### src/rtl/base58_seq_encoder.sv
// Sequential base-58 ASCII encoder: a shared bit-serial divide-by-58 datapath produces
// digits LSB first into a buffer, which is then streamed MSB first over valid/ready.
module base58_seq_encoder #(
    parameter int unsigned IN_W   = 32,
    parameter int unsigned DIGITS = 6
) (
    input  logic            clk,
    input  logic            rst_n,
    input  logic            in_valid,
    output logic            in_ready,
    input  logic [IN_W-1:0] in_data,
    output logic            out_valid,
    input  logic            out_ready,
    output logic [7:0]      out_data,
    output logic            out_last,
    output logic            busy
);

    localparam int unsigned REM_W = 7;
    localparam int unsigned DIG_W = 6;
    localparam int unsigned BIT_W = $clog2(IN_W + 1);
    localparam int unsigned IDX_W = $clog2(DIGITS + 1);

    // Number of base-58 digits needed for the largest IN_W-bit operand.
    function automatic int unsigned digits_needed();
        logic [IN_W-1:0] v;
        int unsigned     n;
        v = '1;
        n = 0;
        for (int i = 0; i < IN_W; i++) begin
            if (v != '0) begin
                v = v / IN_W'(58);
                n++;
            end
        end
        return n;
    endfunction

    if (DIGITS < digits_needed()) begin : g_digits_check
        $fatal(1, "base58_seq_encoder: DIGITS too small for IN_W");
    end

    function automatic logic [7:0] to_ascii(input logic [DIG_W-1:0] d);
        if (d < DIG_W'(10))      return 8'(d) + 8'd48;
        else if (d < DIG_W'(36)) return 8'(d) + 8'd55;
        else                     return 8'(d) + 8'd61;
    endfunction

    typedef enum logic [1:0] {S_IDLE, S_DIV, S_EMIT} state_e;

    state_e             state_q, state_d;
    logic [IN_W-1:0]    div_q, div_d;
    logic [REM_W-1:0]   rem_q, rem_d;
    logic [BIT_W-1:0]   bit_q, bit_d;
    logic [IDX_W-1:0]   cnt_q, cnt_d;
    logic [IDX_W-1:0]   idx_q, idx_d;
    logic [DIG_W-1:0]   dig_q [DIGITS];
    logic [DIG_W-1:0]   dig_d [DIGITS];
    logic               out_valid_q, out_valid_d;
    logic [7:0]         out_data_q, out_data_d;
    logic               out_last_q, out_last_d;
    logic               busy_q, busy_d;
    logic               in_ready_q, in_ready_d;

    logic [REM_W-1:0]   rem_sh, rem_n;
    logic               q_bit;
    logic [IN_W-1:0]    quo_n;

    // One restoring-division step: shift in the dividend MSB, conditionally subtract 58.
    always_comb begin
        rem_sh = {rem_q[DIG_W-1:0], div_q[IN_W-1]};
        q_bit  = (rem_sh >= REM_W'(58));
        rem_n  = q_bit ? (rem_sh - REM_W'(58)) : rem_sh;
        quo_n  = {div_q[IN_W-2:0], q_bit};
    end

    always_comb begin
        state_d     = state_q;
        div_d       = div_q;
        rem_d       = rem_q;
        bit_d       = bit_q;
        cnt_d       = cnt_q;
        idx_d       = idx_q;
        dig_d       = dig_q;
        out_valid_d = out_valid_q;
        out_data_d  = out_data_q;
        out_last_d  = out_last_q;
        busy_d      = busy_q;
        in_ready_d  = in_ready_q;

        case (state_q)
            S_IDLE: begin
                if (in_valid && in_ready_q) begin
                    div_d      = in_data;
                    rem_d      = '0;
                    bit_d      = '0;
                    cnt_d      = '0;
                    in_ready_d = 1'b0;
                    busy_d     = 1'b1;
                    state_d    = S_DIV;
                end
            end
            S_DIV: begin
                div_d = quo_n;
                rem_d = rem_n;
                bit_d = bit_q + BIT_W'(1);
                if (bit_q == BIT_W'(IN_W - 1)) begin
                    dig_d[cnt_q] = rem_n[DIG_W-1:0];
                    cnt_d        = cnt_q + IDX_W'(1);
                    bit_d        = '0;
                    rem_d        = '0;
                    // The digit just produced is the most significant one: present it directly.
                    if (quo_n == '0) begin
                        idx_d       = cnt_q;
                        out_valid_d = 1'b1;
                        out_data_d  = to_ascii(rem_n[DIG_W-1:0]);
                        out_last_d  = (cnt_q == '0);
                        state_d     = S_EMIT;
                    end
                end
            end
            S_EMIT: begin
                if (out_ready) begin
                    if (idx_q == '0) begin
                        out_valid_d = 1'b0;
                        out_last_d  = 1'b0;
                        busy_d      = 1'b0;
                        in_ready_d  = 1'b1;
                        state_d     = S_IDLE;
                    end else begin
                        idx_d      = idx_q - IDX_W'(1);
                        out_data_d = to_ascii(dig_q[idx_q - IDX_W'(1)]);
                        out_last_d = (idx_q == IDX_W'(1));
                    end
                end
            end
            default: state_d = S_IDLE;
        endcase
    end

    always_ff @(posedge clk or negedge rst_n) begin
        if (!rst_n) begin
            state_q     <= S_IDLE;
            div_q       <= '0;
            rem_q       <= '0;
            bit_q       <= '0;
            cnt_q       <= '0;
            idx_q       <= '0;
            for (int i = 0; i < DIGITS; i++) dig_q[i] <= '0;
            out_valid_q <= 1'b0;
            out_data_q  <= 8'h00;
            out_last_q  <= 1'b0;
            busy_q      <= 1'b0;
            in_ready_q  <= 1'b1;
        end else begin
            state_q     <= state_d;
            div_q       <= div_d;
            rem_q       <= rem_d;
            bit_q       <= bit_d;
            cnt_q       <= cnt_d;
            idx_q       <= idx_d;
            dig_q       <= dig_d;
            out_valid_q <= out_valid_d;
            out_data_q  <= out_data_d;
            out_last_q  <= out_last_d;
            busy_q      <= busy_d;
            in_ready_q  <= in_ready_d;
        end
    end

    assign in_ready  = in_ready_q;
    assign out_valid = out_valid_q;
    assign out_data  = out_data_q;
    assign out_last  = out_last_q;
    assign busy      = busy_q;

endmodule

### config.mk
export PLATFORM = sky130hd
export DESIGN_NAME = base58_seq_encoder
export DESIGN_NICKNAME = d
export VERILOG_FILES = /design/src/rtl/base58_seq_encoder.sv
export SDC_FILE = /design/constraint.sdc
export NUM_CORES = 1
export LEC_CHECK = 0
export ABC_AREA = 0
export CAP_MARGIN = 20
export CORE_UTILIZATION = 47
export DETAILED_ROUTE_END_ITERATION = 16
export HOLD_SLACK_MARGIN = 0.1
export PLACE_DENSITY = 0.67
export SLEW_MARGIN = 15
export SYNTH_ARGS = -nofsm -noshare
export SYNTH_HDL_FRONTEND = slang
export SYNTH_SLANG_ARGS = --single-unit
### constraint.sdc
create_clock -name clk -period 4.1 [get_ports clk]
set_input_delay 0.82 -clock clk [delete_from_list [all_inputs] [get_ports clk]]
set_output_delay 0.82 -clock clk [all_outputs]
set_load 0.01 [all_outputs]
==> run_results.csv, run 1 <==
group,metric,value,unit
status,status,"finished, final reports clean",
synth,yosysWarnings,0,
worst_setup_path,required,4.37,ns
timing,worst_pin_slew,1.01,ns
die,floorplan.initialDensity,48.7,%
clock_tree,hold_buffers,0,
worst_setup_path,endpoint_kind,"flop",
timing,fin_crit_sh,85.3,%
worst_setup_path,reg2reg_to,"out_data[5]",
drt,firstDrtPassIters,5,
placed_design,dp_worst_setup_slack,0.657,ns
layout,final_cell_area,6230,sq um
pwr,p_leak,2.84,nW
worst_setup_path,r2r_slack,0.60,ns
pwr,power,0.00366,W
timing,relSlewSlack,32.4,%
pwr,p_per_area,587,nW/um^2
clock_tree,cts_tree,"built",
worst_setup_path,start_kind,"flop",
synth,synth_area_leaders,"dfrtp_1 46%, o21ai_0 9.2%, nand2_1 7.5%",
worst_hold_path,min_path_type,"input pin to asynchronous set/reset pin",
timing,rsz0062_at_grt,"no",
grt,antenna_found_initial,0,
clock_tree,cts_buffers,9,
run,cap_violations,0,
drt,wl,12000,um
drt,wl_per_cell,16.1,um
clock_tree,clkLatencyLatePin,0.35,ns
worst_setup_path,critPathArrivalTime,3.77,ns
die,row_count,38,
drt,final_antenna_net_count,0,
layout,nNetsFinal,658,
synth,synth_top_area_share,45.8,%
synth,ys_seq_area_share,46.3,%
timing,setup_ws,0.604,ns
layout,drive_above_1_share,7.39,%
timing,hold_violations,0,
synth,synth.net_count,625,
clock_tree,clkTransAtPathRegs,0.07,ns
placed_design,hpwl,8610,um
synth,async_reset_ff_share,100,%
drt,route.vias.total,4174,
grt,grt_pass1_wl,20500,um
timing,fmax,286,MHz
die,core-area,11000,sq um
placed_design,place_congestion,0.896,
timing,min_period,3.50,ns
grt,gr-total-overflow,0,
worst_setup_path,worstSetupPathType,"flop to flop",
placed_design,io_buffers,46,
timing,slew_viol_final,0,
worst_setup_path,reg2regPathDepth,15,
drt,drc_errors,0,
clock_tree,cts_resized,0,
worst_setup_path,regToRegStartpoint,"rem_q[0]",
layout,antennaDiodeCount,0,
timing,finalSetupViolCount,0,
timing,fin_setup_tns,0,ns
layout,final_common_cell,"nand2_1",
drt,first_iter_violations,271,
clock_tree,cts_max_path_buffers,2,
worst_setup_path,crit_end,"out_data[5]",
clock_tree,clock-sinks,99,
clock_tree,htree_levels,3,
die,die_h,109,um
clock_tree,cts_setup_buffers,0,
die,die-area,11800,sq um
timing,finalClockSkew,0.00429,ns
worst_setup_path,path_max_fanout,11,
synth,yosys_register_bits,99,
layout,area_delta_synth_final,16.6,%
synth,yosysTopAreaCell,"dfrtp_1",
grt,grt_max_degree,65,
placed_design,dpl-instance-area,5920,sq um
layout,final_cell_mix,"107 x nand2_1, 98 x o21ai_0, 98 x dfrtp_1, 45 x clkdlybuf4s50_1, 36 x mux2i_1",
synth,ys.flop_type,"dfrtp_1",
synth,yosys.cell_types.count,63,
synth,synth_edf_count,0,
synth,synth_area,5350,sq um
die,io_pins,48,
drt,vias_per_cell,5.57,
pwr,max-vdd-ir-drop,0.467,mV
clock_tree,root_buffer,"clkbuf_16",
grt,grt_pass1_vias,4132,
die,die_w,109,um
synth,synthCells,571,
worst_setup_path,startpoint,"rem_q[0]",
synth,syn_area_per_cell,9.37,sq um
grt,groute.usage.overall,22.7,%
state kept, by name (all words and copies together) (netlist names):
name	cells
div_q	32
out_data	7
rem_q	6
dig_q	36
out_last	1
idx_q	3
out_valid	1
in_ready	1
cnt_q	3
busy	1
state_q	2
bit_q	6
where the power goes:
group	internal (W)	total, W	switching (W)	leakage (nW)
clock	0.000485	0.000885	0.000401	0.150
combinational	0.000560	0.00136	0.000798	1.38
sequential	0.00120	0.00141	0.000219	1.31
total	0.00224	0.00366	0.00142	2.84
worst min path at each step:
stage	start	endpoint	slack [ns]	depth (start not counted)
6_report	rst_n	busy	0.42	1
2_1_floorplan	dig_q[21]	dig_q[21]	0.44	2
4_1_cts	rst_n	busy	0.43	1
3_3_place_gp	dig_q[7]	dig_q[7]	0.46	2
5_1_grt	rst_n	out_last	0.46	1
3_5_place_dp	dig_q[5]	dig_q[5]	0.47	2
cells in the mapped netlist, types with 2 or more instances:
cell type and count:
nor4_1 7, buf_1 3, o21ai_0 98, mux2_2 3, buf_2 2, nand2b_1 3
ha_1 16, nand3b_1 4, a22o_1 6, dfrtp_1 98, o211a_1 2, inv_1 21
nor2_1 24, and3_1 4, a31oi_1 4, nor3_1 5, fa_1 2, xor2_1 3
o31a_1 2, a21oi_1 14, nand4_1 2, nand2_1 107, mux4_2 5, a21o_1 5
o221ai_1 2, a211oi_2 2, and2_1 2, nor2b_1 5, clkbuf_1 27, nor4b_1 2
nand3_1 15, xnor2_1 9, mux2i_1 36, or3_1 2
routing by layer:
metal	GRT usage [%]	vias up	share of wire, %
met5	0	-	0
met3	4.66	13	3.4
met4	7.43	0	1.4
met2	36.0	74	47
met1	31.0	2029	48
li1	-	2058	-
critical path, stage by stage (launching register included):
cell,delay (ns)
dfrtp_1,0.43
inv_1,0.11
ha_1,0.25
nand4b_1,0.19
o211a_1,0.25
o32a_1,0.43
nand2_1,0.10
a31o_2,0.25
inv_1,0.06
ha_1,0.22
a21oi_1,0.19
o32ai_1,0.14
nor4b_1,0.34
xnor2_1,0.17
a21oi_1,0.10
a211oi_2,0.18
through the flow:
| step | util (%) | hold slack [ns] | std cells |
|---|---|---|---|
| 2_1_floorplan | - | 0.442 | 571 |
| 3_3_place_gp | 53.9 | 0.456 | 733 |
| 3_5_place_dp | 53.9 | 0.469 | 733 |
| 4_1_cts | 56.8 | 0.435 | 749 |
| 5_1_grt | 56.8 | 0.459 | 749 |
| 6_report | 56.8 | 0.425 | 749 |
cell type report:
class / count / area (sq um)
inverters: 22 / 82.6
well taps: 140 / 175
multi-input cells: 416 / 2650
fillers: 969 / 4750
repair buffers: 56 / 533
clock inverters: 7 / 86.3
flip-flops and latches: 99 / 2480
clock buffers: 9 / 225
kinds of logic (layout without fill, tap and decap cells):
family / after synthesis / after routing / synth area share, %
muxes: 45 / 45 / 9.97
xor gates and xnor gates: 12 / 12 / 1.97
DFF: 99 / 99 / 46.3
buffers and inverters: 56 / 94 / 4.19
AOI/OAI and AO/OA: 150 / 150 / 16.7
adders and majority gates: 18 / 18 / 4.49
other: 1 / 1 / 0.0701
and+or+nand+nor: 190 / 190 / 16.3
No activity file was read; power rests on OpenSTA's default activity.
==> run 2: changes to the inputs <==
--- a/config.mk
+++ b/config.mk
@@ -10,7 +10,9 @@
 export CORE_UTILIZATION = 47
 export DETAILED_ROUTE_END_ITERATION = 16
 export HOLD_SLACK_MARGIN = 0.1
+export MAX_ROUTING_LAYER = met4
 export PLACE_DENSITY = 0.67
+export SKIP_CTS_REPAIR_TIMING = 1
 export SLEW_MARGIN = 15
 export SYNTH_ARGS = -nofsm -noshare
 export SYNTH_HDL_FRONTEND = slang
==> run_results.csv, run 2 (synthesis gave the netlist of run 1 again) <==
group,metric,value,unit
layout,drive_above_1_share,6.74,%
layout,multi_input_area,2650,sq um
drt,drc_errors,0,
clock_tree,htree_levels,3,
worst_setup_path,start_kind,"flop",
die,die-area,11800,sq um
timing,finalSetupViolCount,0,
layout,largest_register_ffs,36,
timing,hold_violations,0,
grt,groute.usage.overall,23.4,%
timing,fmax,276,MHz
clock_tree,clkLatencyLatePin,0.34,ns
pwr,p_leak,2.82,nW
worst_setup_path,required,4.36,ns
layout,nNetsFinal,658,
drt,final_antenna_net_count,0,
worst_setup_path,reg2reg_to,"out_data[5]",
pwr,p_int,0.00223,W
grt,grt_max_degree,63,
worst_setup_path,worstSetupPathType,"flop to flop",
layout,regMostFlops,"dig_q",
pwr,seqPwrFrac,39.2,%
grt,grt_pass1_vias,4214,
layout,final_cell_mix,"107 x nand2_1, 98 x o21ai_0, 98 x dfrtp_1, 45 x clkdlybuf4s50_1, 36 x mux2i_1",
timing,worst_pin_slew,0.985,ns
clock_tree,cts_tree,"built",
drt,firstDrtPassIters,7,
drt,wl,12200,um
timing,relSlewSlack,34.3,%
worst_setup_path,endpoint_kind,"flop",
placed_design,place_congestion,0.878,
pwr,power_switching_share,38.3,%
die,io_pins,48,
timing,min_period,3.62,ns
drt,vias_per_cell,5.62,
drt,first_iter_violations,344,
worst_hold_path,min_path_type,"input pin to asynchronous set/reset pin",
layout,regArea,2480,sq um
clock_tree,cts_max_path_buffers,2,
pwr,p_per_area,583,nW/um^2
die,row_count,38,
clock_tree,root_buffer,"clkbuf_16",
worst_setup_path,path_max_fanout,11,
timing,rsz0062_at_grt,"no",
grt,grt_pass1_wl,20800,um
timing,finalClockSkew,0.0106,ns
layout,fillers,957,
pwr,switching_power,0.00138,W
clock_tree,cts_buffers,9,
placed_design,placed_cells,733,
worst_setup_path,reg2regPathDepth,15,
clock_tree,clock-sinks,99,
run,cap_violations,0,
worst_setup_path,regToRegStartpoint,"rem_q[0]",
layout,final_common_cell,"nand2_1",
placed_design,hpwl,8620,um
worst_setup_path,critPathArrivalTime,3.89,ns
timing,fin_setup_tns,0,ns
layout,area_delta_synth_final,15.9,%
pwr,p_comb_share,38.0,%
layout,antennaDiodeCount,0,
pwr,p_clk_share,22.8,%
grt,gr-total-overflow,0,
die,core-area,11000,sq um
layout,final_cells,748,
clock_tree,clkTransAtPathRegs,0.07,ns
die,die_w,109,um
timing,fin_crit_sh,88.4,%
placed_design,io_buffers,46,
status,status,"finished, final reports clean",
grt,antenna_found_initial,0,
drt,wl_per_cell,16.4,um
pwr,max-vdd-ir-drop,0.282,mV
drt,route.vias.total,4204,
timing,slew_viol_final,0,
worst_setup_path,r2r_slack,0.48,ns
die,floorplan.initialDensity,48.7,%
die,die_h,109,um
run 2: layout make-up:
class / count / share of cell area, %
multi-input cells: 416 / 42.8
well taps: 140 / 2.83
inverters: 22 / 1.33
clock inverters: 3 / 0.646
repair buffers: 56 / 8.60
clock buffers: 12 / 3.81
flip-flops and latches: 99 / 40.0
run 2: per-stage QoR:
| stage | setup WS (ns) | instance area (sq um) | hold slack [ns] | util [%] | power (W) |
|---|---|---|---|---|---|
| 6_report | 0.475 | 6200 | 0.432 | 56.4 | 0.00361 |
| 5_1_grt | 0.240 | 6200 | 0.463 | 56.4 | 0.00386 |
| 4_1_cts | 0.524 | 6200 | 0.440 | 56.4 | 0.00363 |
| 3_3_place_gp | 0.748 | 5920 | 0.459 | 53.9 | 0.00273 |
| 2_1_floorplan | 0.470 | 5350 | 0.442 | - | 0.00236 |
| 3_5_place_dp | 0.554 | 5920 | 0.467 | 53.9 | 0.00279 |
run 2: worst max-delay path, stage by stage (launching register included):
cell and delay, ns:
dfrtp_1 0.42, inv_1 0.11, ha_1 0.27, nand4b_1 0.18
o211a_1 0.25, o32a_1 0.44, nand2_1 0.11, a31o_2 0.25
inv_1 0.07, ha_1 0.22, a21oi_1 0.20, o32ai_1 0.15
nor4b_1 0.39, xnor2_1 0.18, a21oi_1 0.10, a211oi_2 0.19
run 2: power groups by stage:
stage               combinational, W  clock, W  sequential, W
finish                       0.00137  0.000823        0.00142
global route                 0.00154  0.000875        0.00145
CTS                          0.00137  0.000843        0.00141
detailed placement           0.00136         0        0.00143
global placement             0.00132         0        0.00141
floorplan                    0.00102         0        0.00134
run 2: per-layer routing:
| layer | routed length (um) | up-vias | global-route usage, % |
|---|---|---|---|
| met1 | 5870 | 2051 | 30.5 |
| li1 | - | 2062 | - |
| met5 | 0 | - | - |
| met4 | 149 | 0 | 8.40 |
| met3 | 347 | 10 | 3.47 |
| met2 | 5860 | 81 | 37.3 |
run 2: worst max-delay path by stage:
| stage | end | cells past startpoint | startpoint |
|---|---|---|---|
| finish | out_data[5] | 15 | rem_q[0] |
| detailed placement | out_data[5] | 15 | rem_q[0] |
| global route | out_data[5] | 15 | rem_q[0] |
| floorplan | out_data[5] | 16 | idx_q[0] |
| global placement | out_data[5] | 13 | rem_q[1] |
| CTS | out_data[5] | 15 | rem_q[0] |
==> run 3: changes to the inputs <==
--- a/config.mk
+++ b/config.mk
@@ -9,7 +9,7 @@
 export CAP_MARGIN = 20
 export CORE_UTILIZATION = 47
 export DETAILED_ROUTE_END_ITERATION = 16
-export HOLD_SLACK_MARGIN = 0.1
+export HOLD_SLACK_MARGIN = 0.15
 export MAX_ROUTING_LAYER = met4
 export PLACE_DENSITY = 0.67
 export SKIP_CTS_REPAIR_TIMING = 1
==> constraint.sdc (replaced) <==
create_clock -name clk -period 3.5 [get_ports clk]
set_input_delay 0.7 -clock clk [delete_from_list [all_inputs] [get_ports clk]]
set_output_delay 0.7 -clock clk [all_outputs]
set_load 0.01 [all_outputs]
==> run_results.csv, run 3 (synthesis gave the netlist of run 1 again) <==
group,metric,value,unit
worst_setup_path,cp_slowest_cell,"or3b_2",
pwr,switching_power,0.00161,W
worst_setup_path,cpMostUsedCell,"ha_1",
grt,grt_pass1_vias,4041,
drt,wl_per_cell,15.4,um
drt,final_antenna_net_count,0,
placed_design,place_congestion,0.920,
grt,grt_pass1_wl,19700,um
layout,multi_input_area,2670,sq um
grt,grt_max_degree,80,
pwr,seqPwrFrac,39.2,%
timing,fin_crit_sh,93.0,%
worst_setup_path,path_cells,"or3b_2, a41oi_1, and3_1, inv_1, ha_1, a31o_2, ha_1, nand2_1, o32ai_1, nor2_1, a21boi_0, o21ai_0, o211a_1",
grt,antenna_found_initial,0,
layout,largest_register_ffs,36,
pwr,p_int,0.00261,W
die,row_count,38,
timing,min_period,3.26,ns
timing,hold_violations,0,
placed_design,placed_cells,738,
worst_setup_path,start_kind,"flop",
drt,vias_per_cell,5.52,
die,die_w,109,um
layout,final_cell_mix,"107 x nand2_1, 98 x o21ai_0, 97 x dfrtp_1, 45 x clkdlybuf4s50_1, 35 x mux2i_1",
clock_tree,htree_levels,3,
timing,fmax,307,MHz
die,floorplan.initialDensity,48.7,%
layout,drive_above_1_share,8.32,%
pwr,p_leak,2.85,nW
placed_design,io_buffers,46,
clock_tree,root_buffer,"clkbuf_16",
die,core-area,11000,sq um
timing,fin_setup_tns,0,ns
timing,slew_viol_final,0,
grt,gr-total-overflow,0,
pwr,max-vdd-ir-drop,0.504,mV
clock_tree,clock-sinks,99,
pwr,p_comb_share,38.9,%
clock_tree,clkLatencyLatePin,0.35,ns
die,die-area,11800,sq um
drt,route.vias.total,4158,
worst_hold_path,min_path_type,"input pin to asynchronous set/reset pin",
timing,relSlewSlack,48.0,%
placed_design,hpwl,8280,um
drt,first_iter_violations,231,
timing,finalSetupViolCount,0,
layout,area_delta_synth_final,17.0,%
drt,drc_errors,0,
die,io_pins,48,
worst_setup_path,worstSetupPathType,"flop to flop",
grt,groute.usage.overall,22.5,%
drt,wl,11600,um
layout,final_core_util,57.0,%
clock_tree,clkTransAtPathRegs,0.07,ns
clock_tree,cts_buffers,9,
timing,rsz0062_at_grt,"no",
pwr,p_clk_share,21.9,%
timing,finalClockSkew,0.0125,ns
clock_tree,cts_tree,"built",
layout,antennaDiodeCount,0,
worst_setup_path,cpPeakStageDelay,0.52,ns
layout,regMostFlops,"dig_q",
pwr,p_per_area,674,nW/um^2
layout,regArea,2480,sq um
worst_setup_path,critPathArrivalTime,3.49,ns
status,status,"finished, final reports clean",
worst_setup_path,required,3.73,ns
worst_setup_path,endpoint_kind,"flop",
timing,worst_pin_slew,0.771,ns
drt,firstDrtPassIters,4,
worst_setup_path,path_max_fanout,6,
die,die_h,109,um
layout,final_cells,753,
pwr,power_switching_share,38.1,%
run,cap_violations,0,
layout,final_common_cell,"nand2_1",
layout,nNetsFinal,663,
layout,fillers,992,
clock_tree,cts_max_path_buffers,2,
[run 3: cell types whose count changed in the layout (fill, tap and decap cells not counted), sizes merged]
cell,change
buf,+5
bufinv,-1
clkinv,-1
inv,+2
[run 3: area by class of cell]
cell class | instances | area share (%)
multi-input combinational | 416 | 42.6
sequential | 99 | 39.6
timing repair buffer | 61 | 9.32
clock buffer | 12 | 3.94
tap | 140 | 2.80
inverter | 22 | 1.32
clock inverter | 3 | 0.360
[run 3: power groups by stage]
stage | clock (W) | combinational [W] | sequential, W
floorplan | 0 | 0.00119 | 0.00157
detailed placement | 0 | 0.00159 | 0.00167
CTS | 0.000949 | 0.00159 | 0.00165
global placement | 0 | 0.00156 | 0.00166
finish | 0.000923 | 0.00164 | 0.00165
global route | 0.00100 | 0.00185 | 0.00170
[run 3: layer usage]
| metal | wire length, um | track usage (%) | up-vias |
|---|---|---|---|
| met5 | 0 | - | - |
| met4 | 222 | 8.30 | 0 |
| met3 | 407 | 5.26 | 15 |
| met2 | 5320 | 34.5 | 84 |
| met1 | 5660 | 29.0 | 1987 |
| li1 | - | - | 2072 |
[run 3: worst max-delay path, delay by kind of cell (launching register included)]
family	cells	cell delay (ns)
DFF	1	0.44
buffers and inverters	1	0.07
adders and majority gates	2	0.50
and+or+nand+nor	4	0.86
AOI/OAI and AO/OA	6	1.27
[run 3: final timing paths]
| check | start | to | slack (ns) | cells after the start |
|---|---|---|---|---|
| min | rst_n | div_q[4] | 0.26 | 1 |
| max reg2reg | rem_q[1] | out_data[3] | 0.24 | 13 |
| min reg2reg | out_last | out_last | 0.48 | 2 |
| max | rem_q[1] | out_data[3] | 0.24 | 13 |
| min in group clk | out_last | out_last | 0.48 | 2 |
| max in group asynchronous | rst_n | dig_q[31] | 2.43 | 2 |
[run 3: per-stage QoR]
stage	worst slack (ns)	area, sq um	hold WS, ns	power [W]
2_1_floorplan	0.0534	5350	0.404	0.00276
3_3_place_gp	0.255	5970	0.457	0.00322
3_5_place_dp	0.195	5970	0.466	0.00325
4_1_cts	0.170	6240	0.257	0.00419
5_1_grt	0.0217	6260	0.272	0.00455
6_report	0.244	6260	0.262	0.00422
